[src/rtl/multi_cluster_token_router.sv]
// Typed token dispatch from one token_engine to NUM_CL cluster FIFOs, plus round-robin PSUM return.
// Optional perf counters are built only when TOKEN_ROUTER_PERF_EN is defined.
module multi_cluster_token_router #(
  parameter int DATA_W     = 32,
  parameter int NUM_CL     = 4,
  parameter int FIFO_DEPTH = 4,
  parameter int CL_W       = $clog2(NUM_CL)
) (
  input  logic                     clk_i,
  input  logic                     rst_ni,
  input  logic                     flush_i,
  input  logic [NUM_CL-1:0]        cl_en_i,
  input  logic                     token_valid_i,
  output logic                     token_ready_o,
  input  logic [DATA_W-1:0]        token_data_i,
  input  logic [1:0]               token_type_i,
  input  logic [CL_W-1:0]          token_dest_i,
  input  logic                     token_bcast_i,
  output logic [NUM_CL*DATA_W-1:0] cl_data_o,
  output logic [NUM_CL-1:0]        cl_weight_valid_o,
  output logic [NUM_CL-1:0]        cl_ifmap_valid_o,
  output logic [NUM_CL-1:0]        cl_bias_valid_o,
  input  logic [NUM_CL-1:0]        cl_weight_ready_i,
  input  logic [NUM_CL-1:0]        cl_ifmap_ready_i,
  input  logic [NUM_CL-1:0]        cl_bias_ready_i,
  input  logic [NUM_CL-1:0]        cl_psum_valid_i,
  input  logic [NUM_CL*DATA_W-1:0] cl_psum_data_i,
  output logic [NUM_CL-1:0]        cl_psum_ready_o,
  output logic                     psum_valid_o,
  output logic [DATA_W-1:0]        psum_data_o,
  output logic [CL_W-1:0]          psum_src_o,
  input  logic                     psum_ready_i,
  output logic                     err_sticky_o
`ifdef TOKEN_ROUTER_PERF_EN
  ,
  output logic [31:0]              perf_tok_cnt_o,
  output logic [31:0]              perf_stall_cnt_o
`endif
);

  localparam int AW    = $clog2(FIFO_DEPTH);
  localparam int CNT_W = AW + 1;
  localparam logic [CNT_W-1:0] FULL_CNT = CNT_W'(FIFO_DEPTH);
  localparam logic [CL_W:0]    NUM_CL_V = (CL_W+1)'(NUM_CL);
  localparam logic [1:0] TYPE_WGT = 2'd0;
  localparam logic [1:0] TYPE_IFM = 2'd1;
  localparam logic [1:0] TYPE_BIA = 2'd2;
  localparam logic [1:0] TYPE_RSV = 2'd3;

  logic              dest_ok, legal, accept;
  logic [NUM_CL-1:0] tgt, full, push;

  assign dest_ok = ({1'b0, token_dest_i} < NUM_CL_V);
  assign legal   = (token_type_i != TYPE_RSV) && (token_bcast_i || dest_ok);

  always_comb begin
    tgt = '0;
    for (int i = 0; i < NUM_CL; i++)
      tgt[i] = token_bcast_i ? cl_en_i[i] : (dest_ok && (token_dest_i == CL_W'(i)));
  end

  // Illegal tokens are always accepted so a bad producer cannot wedge the link.
  assign token_ready_o = !legal || ((tgt & full) == '0);
  assign accept        = token_valid_i && token_ready_o;

  for (genvar g = 0; g < NUM_CL; g++) begin : g_cl
    logic [DATA_W+1:0] mem_q [FIFO_DEPTH];
    logic [AW-1:0]     wr_ptr_q, wr_ptr_d, rd_ptr_q, rd_ptr_d;
    logic [CNT_W-1:0]  cnt_q, cnt_d;
    logic [DATA_W+1:0] head;
    logic              nonempty, pop;

    assign head     = mem_q[rd_ptr_q];
    assign nonempty = (cnt_q != '0);
    assign full[g]  = (cnt_q == FULL_CNT);
    assign push[g]  = accept && legal && tgt[g] && !flush_i;

    assign cl_weight_valid_o[g] = nonempty && (head[DATA_W+1:DATA_W] == TYPE_WGT);
    assign cl_ifmap_valid_o[g]  = nonempty && (head[DATA_W+1:DATA_W] == TYPE_IFM);
    assign cl_bias_valid_o[g]   = nonempty && (head[DATA_W+1:DATA_W] == TYPE_BIA);
    assign cl_data_o[g*DATA_W +: DATA_W] = nonempty ? head[DATA_W-1:0] : '0;

    assign pop = !flush_i && ((cl_weight_valid_o[g] && cl_weight_ready_i[g]) ||
                              (cl_ifmap_valid_o[g]  && cl_ifmap_ready_i[g])  ||
                              (cl_bias_valid_o[g]   && cl_bias_ready_i[g]));

    always_comb begin
      wr_ptr_d = wr_ptr_q;
      rd_ptr_d = rd_ptr_q;
      cnt_d    = cnt_q;
      if (flush_i) begin
        wr_ptr_d = '0;
        rd_ptr_d = '0;
        cnt_d    = '0;
      end else begin
        if (push[g]) wr_ptr_d = wr_ptr_q + AW'(1);
        if (pop)     rd_ptr_d = rd_ptr_q + AW'(1);
        if (push[g] && !pop)      cnt_d = cnt_q + CNT_W'(1);
        else if (!push[g] && pop) cnt_d = cnt_q - CNT_W'(1);
      end
    end

    always_ff @(posedge clk_i or negedge rst_ni) begin
      if (!rst_ni) begin
        wr_ptr_q <= '0;
        rd_ptr_q <= '0;
        cnt_q    <= '0;
      end else begin
        wr_ptr_q <= wr_ptr_d;
        rd_ptr_q <= rd_ptr_d;
        cnt_q    <= cnt_d;
      end
    end

    always_ff @(posedge clk_i) begin
      if (push[g]) mem_q[wr_ptr_q] <= {token_type_i, token_data_i};
    end
  end

  logic              slot_valid_q, slot_valid_d;
  logic [DATA_W-1:0] slot_data_q, slot_data_d;
  logic [CL_W-1:0]   slot_src_q, slot_src_d;
  logic [CL_W-1:0]   rr_q, rr_d;
  logic              can_take, gnt_found;
  logic [CL_W-1:0]   gnt_idx;
  logic [DATA_W-1:0] gnt_data;

  assign can_take = !slot_valid_q || psum_ready_i;

  // Two passes: requesters at/after the pointer first, then the wrapped-around ones.
  always_comb begin
    gnt_found = 1'b0;
    gnt_idx   = '0;
    gnt_data  = '0;
    for (int i = 0; i < NUM_CL; i++) begin
      if (!gnt_found && cl_psum_valid_i[i] && (CL_W'(i) >= rr_q)) begin
        gnt_found = 1'b1;
        gnt_idx   = CL_W'(i);
        gnt_data  = cl_psum_data_i[i*DATA_W +: DATA_W];
      end
    end
    for (int i = 0; i < NUM_CL; i++) begin
      if (!gnt_found && cl_psum_valid_i[i]) begin
        gnt_found = 1'b1;
        gnt_idx   = CL_W'(i);
        gnt_data  = cl_psum_data_i[i*DATA_W +: DATA_W];
      end
    end
  end

  always_comb begin
    cl_psum_ready_o = '0;
    slot_valid_d    = slot_valid_q;
    slot_data_d     = slot_data_q;
    slot_src_d      = slot_src_q;
    rr_d            = rr_q;
    if (flush_i) begin
      slot_valid_d = 1'b0;
      slot_data_d  = '0;
      slot_src_d   = '0;
      rr_d         = '0;
    end else begin
      if (slot_valid_q && psum_ready_i) slot_valid_d = 1'b0;
      if (can_take && gnt_found) begin
        for (int i = 0; i < NUM_CL; i++)
          cl_psum_ready_o[i] = (gnt_idx == CL_W'(i));
        slot_valid_d = 1'b1;
        slot_data_d  = gnt_data;
        slot_src_d   = gnt_idx;
        rr_d         = (gnt_idx == CL_W'(NUM_CL-1)) ? '0 : gnt_idx + CL_W'(1);
      end
    end
  end

  logic err_q, err_d;

  always_comb begin
    err_d = err_q;
    if (flush_i)                err_d = 1'b0;
    else if (accept && !legal)  err_d = 1'b1;
  end

  always_ff @(posedge clk_i or negedge rst_ni) begin
    if (!rst_ni) begin
      slot_valid_q <= 1'b0;
      slot_data_q  <= '0;
      slot_src_q   <= '0;
      rr_q         <= '0;
      err_q        <= 1'b0;
    end else begin
      slot_valid_q <= slot_valid_d;
      slot_data_q  <= slot_data_d;
      slot_src_q   <= slot_src_d;
      rr_q         <= rr_d;
      err_q        <= err_d;
    end
  end

  assign psum_valid_o = slot_valid_q;
  assign psum_data_o  = slot_data_q;
  assign psum_src_o   = slot_src_q;
  assign err_sticky_o = err_q;

`ifdef TOKEN_ROUTER_PERF_EN
  logic [31:0] tok_cnt_q, tok_cnt_d, stall_cnt_q, stall_cnt_d;

  always_comb begin
    tok_cnt_d   = tok_cnt_q;
    stall_cnt_d = stall_cnt_q;
    if (flush_i) begin
      tok_cnt_d   = '0;
      stall_cnt_d = '0;
    end else begin
      if (accept && legal && (tok_cnt_q != '1)) tok_cnt_d = tok_cnt_q + 32'd1;
      if (token_valid_i && !token_ready_o && (stall_cnt_q != '1))
        stall_cnt_d = stall_cnt_q + 32'd1;
    end
  end

  always_ff @(posedge clk_i or negedge rst_ni) begin
    if (!rst_ni) begin
      tok_cnt_q   <= '0;
      stall_cnt_q <= '0;
    end else begin
      tok_cnt_q   <= tok_cnt_d;
      stall_cnt_q <= stall_cnt_d;
    end
  end

  assign perf_tok_cnt_o   = tok_cnt_q;
  assign perf_stall_cnt_o = stall_cnt_q;
`endif

endmodule

[config.mk]
export PLATFORM = sky130hd
export DESIGN_NAME = multi_cluster_token_router
export DESIGN_NICKNAME = d
export VERILOG_FILES = /design/src/rtl/multi_cluster_token_router.sv
export SDC_FILE = /design/constraint.sdc
export NUM_CORES = 1
export LEC_CHECK = 0
export BUFFER_PORTS_ARGS = -buffer_cell sky130_fd_sc_hd__buf_2
export CELL_PAD_IN_SITES_DETAIL_PLACEMENT = 1
export CELL_PAD_IN_SITES_GLOBAL_PLACEMENT = 2
export CORE_ASPECT_RATIO = 1.75
export CORE_MARGIN = 1.5
export CORE_UTILIZATION = 38
export CTS_CLUSTER_DIAMETER = 120
export CTS_CLUSTER_SIZE = 28
export DETAILED_ROUTE_END_ITERATION = 10
export GPL_TIMING_DRIVEN = 0
export PLACE_DENSITY = 0.74
export SLEW_MARGIN = 30
export SYNTH_ARGS = -nofsm -noshare
export SYNTH_HDL_FRONTEND = slang
export SYNTH_SLANG_ARGS = --single-unit
[constraint.sdc]
create_clock -name clk_i -period 2.75 [get_ports clk_i]
set_input_delay 0.1375 -clock clk_i [delete_from_list [all_inputs] [get_ports clk_i]]
set_output_delay 0.1375 -clock clk_i [all_outputs]
set_load 0.01 [all_outputs]
Yosys cells after proc, flatten, opt, wreduce, memory -nomap -nowiden
Memories as Yosys holds them, arrays and structs flattened. Cells that the tools add are included.

Flip-flop bits (word level): 66. Latch bits: 0. Bits in writable memories: 544. Bits in read-only memories: 0. Output and inout port bits: 181. Memories: 4.

Memory list: g_cl[0].mem_q (words 4, bits a word 34, read ports 1, clocked after memory_dff 0, wr ports 1, RTL line 67) `logic [DATA_W+1:0] mem_q [FIFO_DEPTH];`; g_cl[1].mem_q (words 4, bits a word 34, read ports 1, clocked after memory_dff 0, wr ports 1, RTL line 67); g_cl[2].mem_q (words 4, bits a word 34, read ports 1, clocked after memory_dff 0, wr ports 1, RTL line 67); g_cl[3].mem_q (words 4, bits a word 34, read ports 1, clocked after memory_dff 0, wr ports 1, RTL line 67).

$add $sub $neg: 17. Multiply operators: 0. Div/mod/pow operators: 0. $lt $le $gt $ge: 4. Eq/ne operators: 19. Shifts and indexed selects: 0. Mux-type cells: 81. Bitwise operators: 1. Reductions and logical operators: 114.

Operator list (number): two-way mux 32 bit (14); logical AND 1 bit (60); two-way mux 2 bit (27); two-way mux 3 bit (12); nonzero test 3 bit (9); two-way mux 1 bit (26); nonzero test 2 bit (10); adder 2 x 1 -> 2 bit (second input constant) (9); logical NOT 1 bit (18); equality test 2 bit (second input constant) (8); adder 3 x 1 -> 3 bit (second input constant) (4); equality test 2 x 1 -> 1 bit (second input constant) (6); equality test 3 bit (second input constant) (4); logical NOT 2 bit (6); subtractor 3 x 1 -> 3 bit (second input constant) (4); logical OR 1 bit (10); two-way mux 4 bit (2); AND 4 bit (1); greater-or-equal comparator 1 x 2 -> 1 bit (first input constant) (2); greater-or-equal comparator 2 bit (first input constant) (2); logical NOT 4 bit (1); != test 2 bit (second input constant) (1).

Longest topological paths before layout
Word-level depth: 31. Gate-level depth with buffers: 12. Depth with buffers taken out: 11.

Worst setup path after synthesis
Ideal clock, no wire load.

Kind: reg-to-reg. From: reg g_cl[1].cnt_q[0]. To: mem g_cl[0].mem_q[0][0] (netlist name) (enable). Setup time: 0.394 ns. Data arrival time: 2.306 ns. Required time: 2.356 ns. Path slack: 0.050 ns. Cell stages (with the launch flop): 8. Path buffers: 1. Clock period less this slack: 2.700 ns. Cells stage by stage: dfrtp_1 inv_1 o2111ai_1 o2111a_1 clkbuf_1 nand2_1 nor2_1 and2_1.

Word-level cells in the longest chain between the ends: 10.

Ends and longest elaborated chain: start: declaration (RTL line 69) `logic [CNT_W-1:0] cnt_q, cnt_d;`; start signal: assignment (RTL line 111) `cnt_q <= cnt_d;`; equality test 3 bit (RTL line 75) `assign full[g] = (cnt_q == FULL_CNT);`; AND 4 bit (RTL line 63) `assign token_ready_o = !legal || ((tgt & full) == '0);`; logical NOT 4 bit (RTL line 63); logical OR 1 bit (RTL line 63); logical AND 1 bit (RTL line 64) `assign accept = token_valid_i && token_ready_o;`; logical AND 1 bit (3 in series) (RTL line 76) `assign push[g] = accept && legal && tgt[g] && !flush_i;`; two-way mux 1 bit (RTL line 116) `if (push[g]) mem_q[wr_ptr_q] <= {token_type_i, token_data_i};`; two-way mux 1 bit (not written as such) (RTL line 116); end: declaration (RTL line 67).

No other way between the ends.

Final worst setup path
From: reg g_cl[1].rd_ptr_q[0]. To: reg g_cl[1].cnt_q[2].

Word-level cells in the longest chain between the ends: 11. Elaborated cells on any way between the ends: 19. Those cells by class: eq/ne: 2; mux: 2; reduce/logical: 14; memory: 1.

Ends and longest elaborated chain: start: declaration (RTL line 68) `logic [AW-1:0] wr_ptr_q, wr_ptr_d, rd_ptr_q, rd_ptr_d;`; start signal: assignment (RTL line 110) `rd_ptr_q <= rd_ptr_d;`; memory (4 x 34 bit) *; equality test 2 x 1 -> 1 bit / logical NOT 2 bit (equally long branches) (RTL line 79, 78); logical AND 1 bit, on equally long branches (RTL line 79, 78); logical AND 1 bit, on equally long branches (RTL line 84, 83); logical OR 1 bit (RTL line 83) `assign pop = !flush_i && ((cl_weight_valid_o[g] && cl_weight_ready_i[g]) ||`; logical OR 1 bit * (RTL line 84) `(cl_ifmap_valid_o[g] && cl_ifmap_ready_i[g]) ||`; logical AND 1 bit * (RTL line 83); logical NOT 1 bit (RTL line 98) `if (push[g] && !pop) cnt_d = cnt_q + CNT_W'(1);`; logical AND 1 bit (RTL line 98); two-way mux 3 bit (RTL line 98); two-way mux 3 bit (RTL line 91) `if (flush_i) begin`.

Mark *: on every way between the ends. The rest lies on a longest branch, timed or not. A chain may end at the register's enable or synchronous reset.

==> metrics.txt <==
dpl hpwl 58500 um; WHS 0.0118 ns; WL final 82900 um; Max IR drop VDD 0.550 mV; M1 GR Usage 26.4%; Core ar. 0.0675 sq mm; Filler cells 6768; Synth Flop Type edfxtp_1; Mapped Area 0.0259 sq mm; top post-synthesis cells by area edfxtp_1 63%, mux4_2 12%, dfrtp_1 6.4%, nor2b_1 3.2%, nor2_1 1.3%; nets@finish 2299; # port buffers 369; DR DRC count 0; drt wl/cell 27.6 um; setup violators final 0; IO Pins 371; Rows 126; first-pass GRT wire length 121000 um; CTS tree done; initial antenna violation count 1; layout cells sized above 1 32.3%; syn nets 1752; die area 0.0697 sq mm; TritonCTS Sinks 610; min cycle time layout 2.73 ns; area grow syn2layout 21.9%; routability congestion estimate 0.876; fin util 46.7%; post-synthesis sequential area ratio 69.5%; Max Cap Violations 0; Clk Latency, worst-skew pair 0.62 ns; die width 200 um; worst slew pin tran 0.777 ns; most common cell in the netlist edfxtp_1; DRT antenna net count 0; Max Fanout on Critical Path 8; H-tree depth 1; DRT Pass-1 Iters 5; Sequential cell area 0.0180 sq mm; final hold vios 0; Peak Freq 0.366 GHz; clock buffer depth 3; Initial Util 38.4%; Tcrit/Tclk final 99.4%; Final Max Tran Viols 0; initial DRC count 870; grt peak-use layer met2; commonest cells in the netlist 544 x edfxtp_1, 136 x mux4_2, 134 x nor2b_1; All-Layer GR Usage 23.7%; met2 Track Usage GR 45.0%; FFs w/ async S/R, synth 10.8%; CTS root buffer clkbuf_16; Die Ht 348 um; Post-Layout Cell Count 3003; Pwr Density 761 mW/mm^2; number of library cell types mapped by synthesis 51; CP arrival 3.23 ns; Cells after Synth 1538; Yosys top cell area share 63.1%; number of enable flip-flop cells after synthesis 544; CTS buffer count 26; Via Count 16257; Post-Route Setup TNS 0 ns; vias in the first global route 18001; Setup crit start kind flip-flop; grt met3 use 4.73%; status completed; flop and latch count out of synthesis 610; WS Path Type reg2reg; Hold Crit Class in2reg; Slew Limit Headroom 48.2%; Via density 5.41; Req. time, crit path 3.24 ns; placed cells 2815; setup ws final 0.0176 ns; pre-CTS setup slack -0.704 ns; pin count of the biggest net entering global routing 37; syn_area_per_cell 16.8 sq um; area of the multi-input gates 0.00757 sq mm; Synth warnings 0; RSZ-0062 raised after global routing true; total gr overflow 0; Pleak 11.1 nW; Crit. End Element flip-flop; CTS clock-pin slew for the worst setup and hold paths 0.12 ns; Synth area leader edfxtp_1; Layout Skew 0.0265 ns
==> where the power goes <==
part	switching [mW]	leakage, nW	internal (mW)	total [mW]
clock	2.87	0.374	1.90	4.77
combinational	5.05	4.92	3.60	8.65
sequential	0.209	5.78	10.4	10.6
total	8.13	11.1	15.9	24.0
==> area by class of cell <==
type                       instances  share of cell area (%)
antenna                            2                  0.0159
buffer                            92                    1.51
clock buffer                      45                    2.36
clock inverter                     3                   0.139
inverter                          28                   0.333
multi-input combinational        806                    24.0
sequential                       610                    57.0
tap                              896                    3.55
timing repair buffer             521                    11.0
==> cell usage in the layout, fill, tap and decap left out, drive strengths merged, types with 2 or more instances in the layout <==
cell type      synthesis  layout
a211oi                 5       5
and4                   3       3
nor2                  91      91
a21oi                 44      44
fa                     4       4
nor2b                134     134
ha                    20      20
o221ai                32      32
nand3                 39      39
diode                  0       2
xor2                   2       2
inv                   28      29
mux2                  11      11
a221oi                33      33
o21ai                  5       5
nand2b                 5       5
a211o                 33      33
and2                  26      30
clkdlybuf4s15          0       2
nor3b                 11      11
o2111ai                4       4
nand2                 85      85
o211ai                32      32
nor3                  12      12
dfrtp                 66      66
xnor2                 14      14
nor4                   2       2
buf                   27     428
mux4                 136     136
dlygate4sd3            0     118
edfxtp               544     544
clkbuf                71     110
and4bb                 3       3
mux2i                  4       4
clkinv                 0       2
==> logic make-up after synthesis <==
kind of cell,after synthesis,synth area share (%)
flops,610,69.5
simple gates,415,8.28
compound gates,196,5.93
mux,151,12.5
buf+inv,126,1.93
fa+ha+maj,24,1.28
xor+xnor,16,0.570
==> registers in the layout, indices dropped and copies added, names as in the netlist <==
register,count
err_sticky_o,1
g_cl.cnt_q,12
g_cl.mem_q,544
g_cl.rd_ptr_q,8
g_cl.wr_ptr_q,8
psum_data_o,32
psum_src_o,2
psum_valid_o,1
rr_q,2
==> final timing paths <==
| check | start | to | slack (ns) | depth (start not counted) |
|---|---|---|---|---|
| setup / recovery | g_cl[1].rd_ptr_q[0] | g_cl[1].cnt_q[2] | 0.02 | 10 |
| hold / removal | cl_psum_data_i[47] | psum_data_o[15] | 0.01 | 3 |
| setup reg to reg | g_cl[1].rd_ptr_q[0] | g_cl[1].cnt_q[2] | 0.02 | 10 |
| hold reg to reg | psum_data_o[29] | psum_data_o[29] | 0.51 | 2 |
| max in group asynchronous | rst_ni | g_cl[2].rd_ptr_q[1] | 2.47 | 3 |
| min in group asynchronous | rst_ni | psum_data_o[1] | 0.04 | 3 |
==> metrics by stage <==
stage,total power [mW],instance area (sq um)
6_report,24.0,31500
5_1_grt,25.0,31500
4_1_cts,24.3,31500
3_5_place_dp,19.2,29100
3_3_place_gp,19.1,28800
2_1_floorplan,15.4,25900
==> worst max-delay path: stages, from the launching register on <==
cell	delay (ns)
dfrtp_1	0.37
buf_8	0.17
mux4_2	0.58
and4bb_2	0.36
a21oi_4	0.06
and2_1	0.18
fa_1	0.35
inv_1	0.09
and4_1	0.20
o21ai_0	0.08
nor3b_2	0.16
==> layer usage <==
layer,up-vias,wire length [um],part of all wire [%]
met2,607,45000,54
met4,2,2620,3.2
li1,7114,-,-
met1,8431,29900,36
met3,103,5370,6.5
met5,-,11,0.013
==> timing repair <==
action                                  CTS  global route
setup buffers                            16             5
hold endpoints to repair                642             0
gates resized for setup                  74            19
cloned                                    4             0
endpoints found under the setup margin  685            42
hold buffers                            119             0
pin swaps                                13             5
Power figures use the tool's default switching activity.
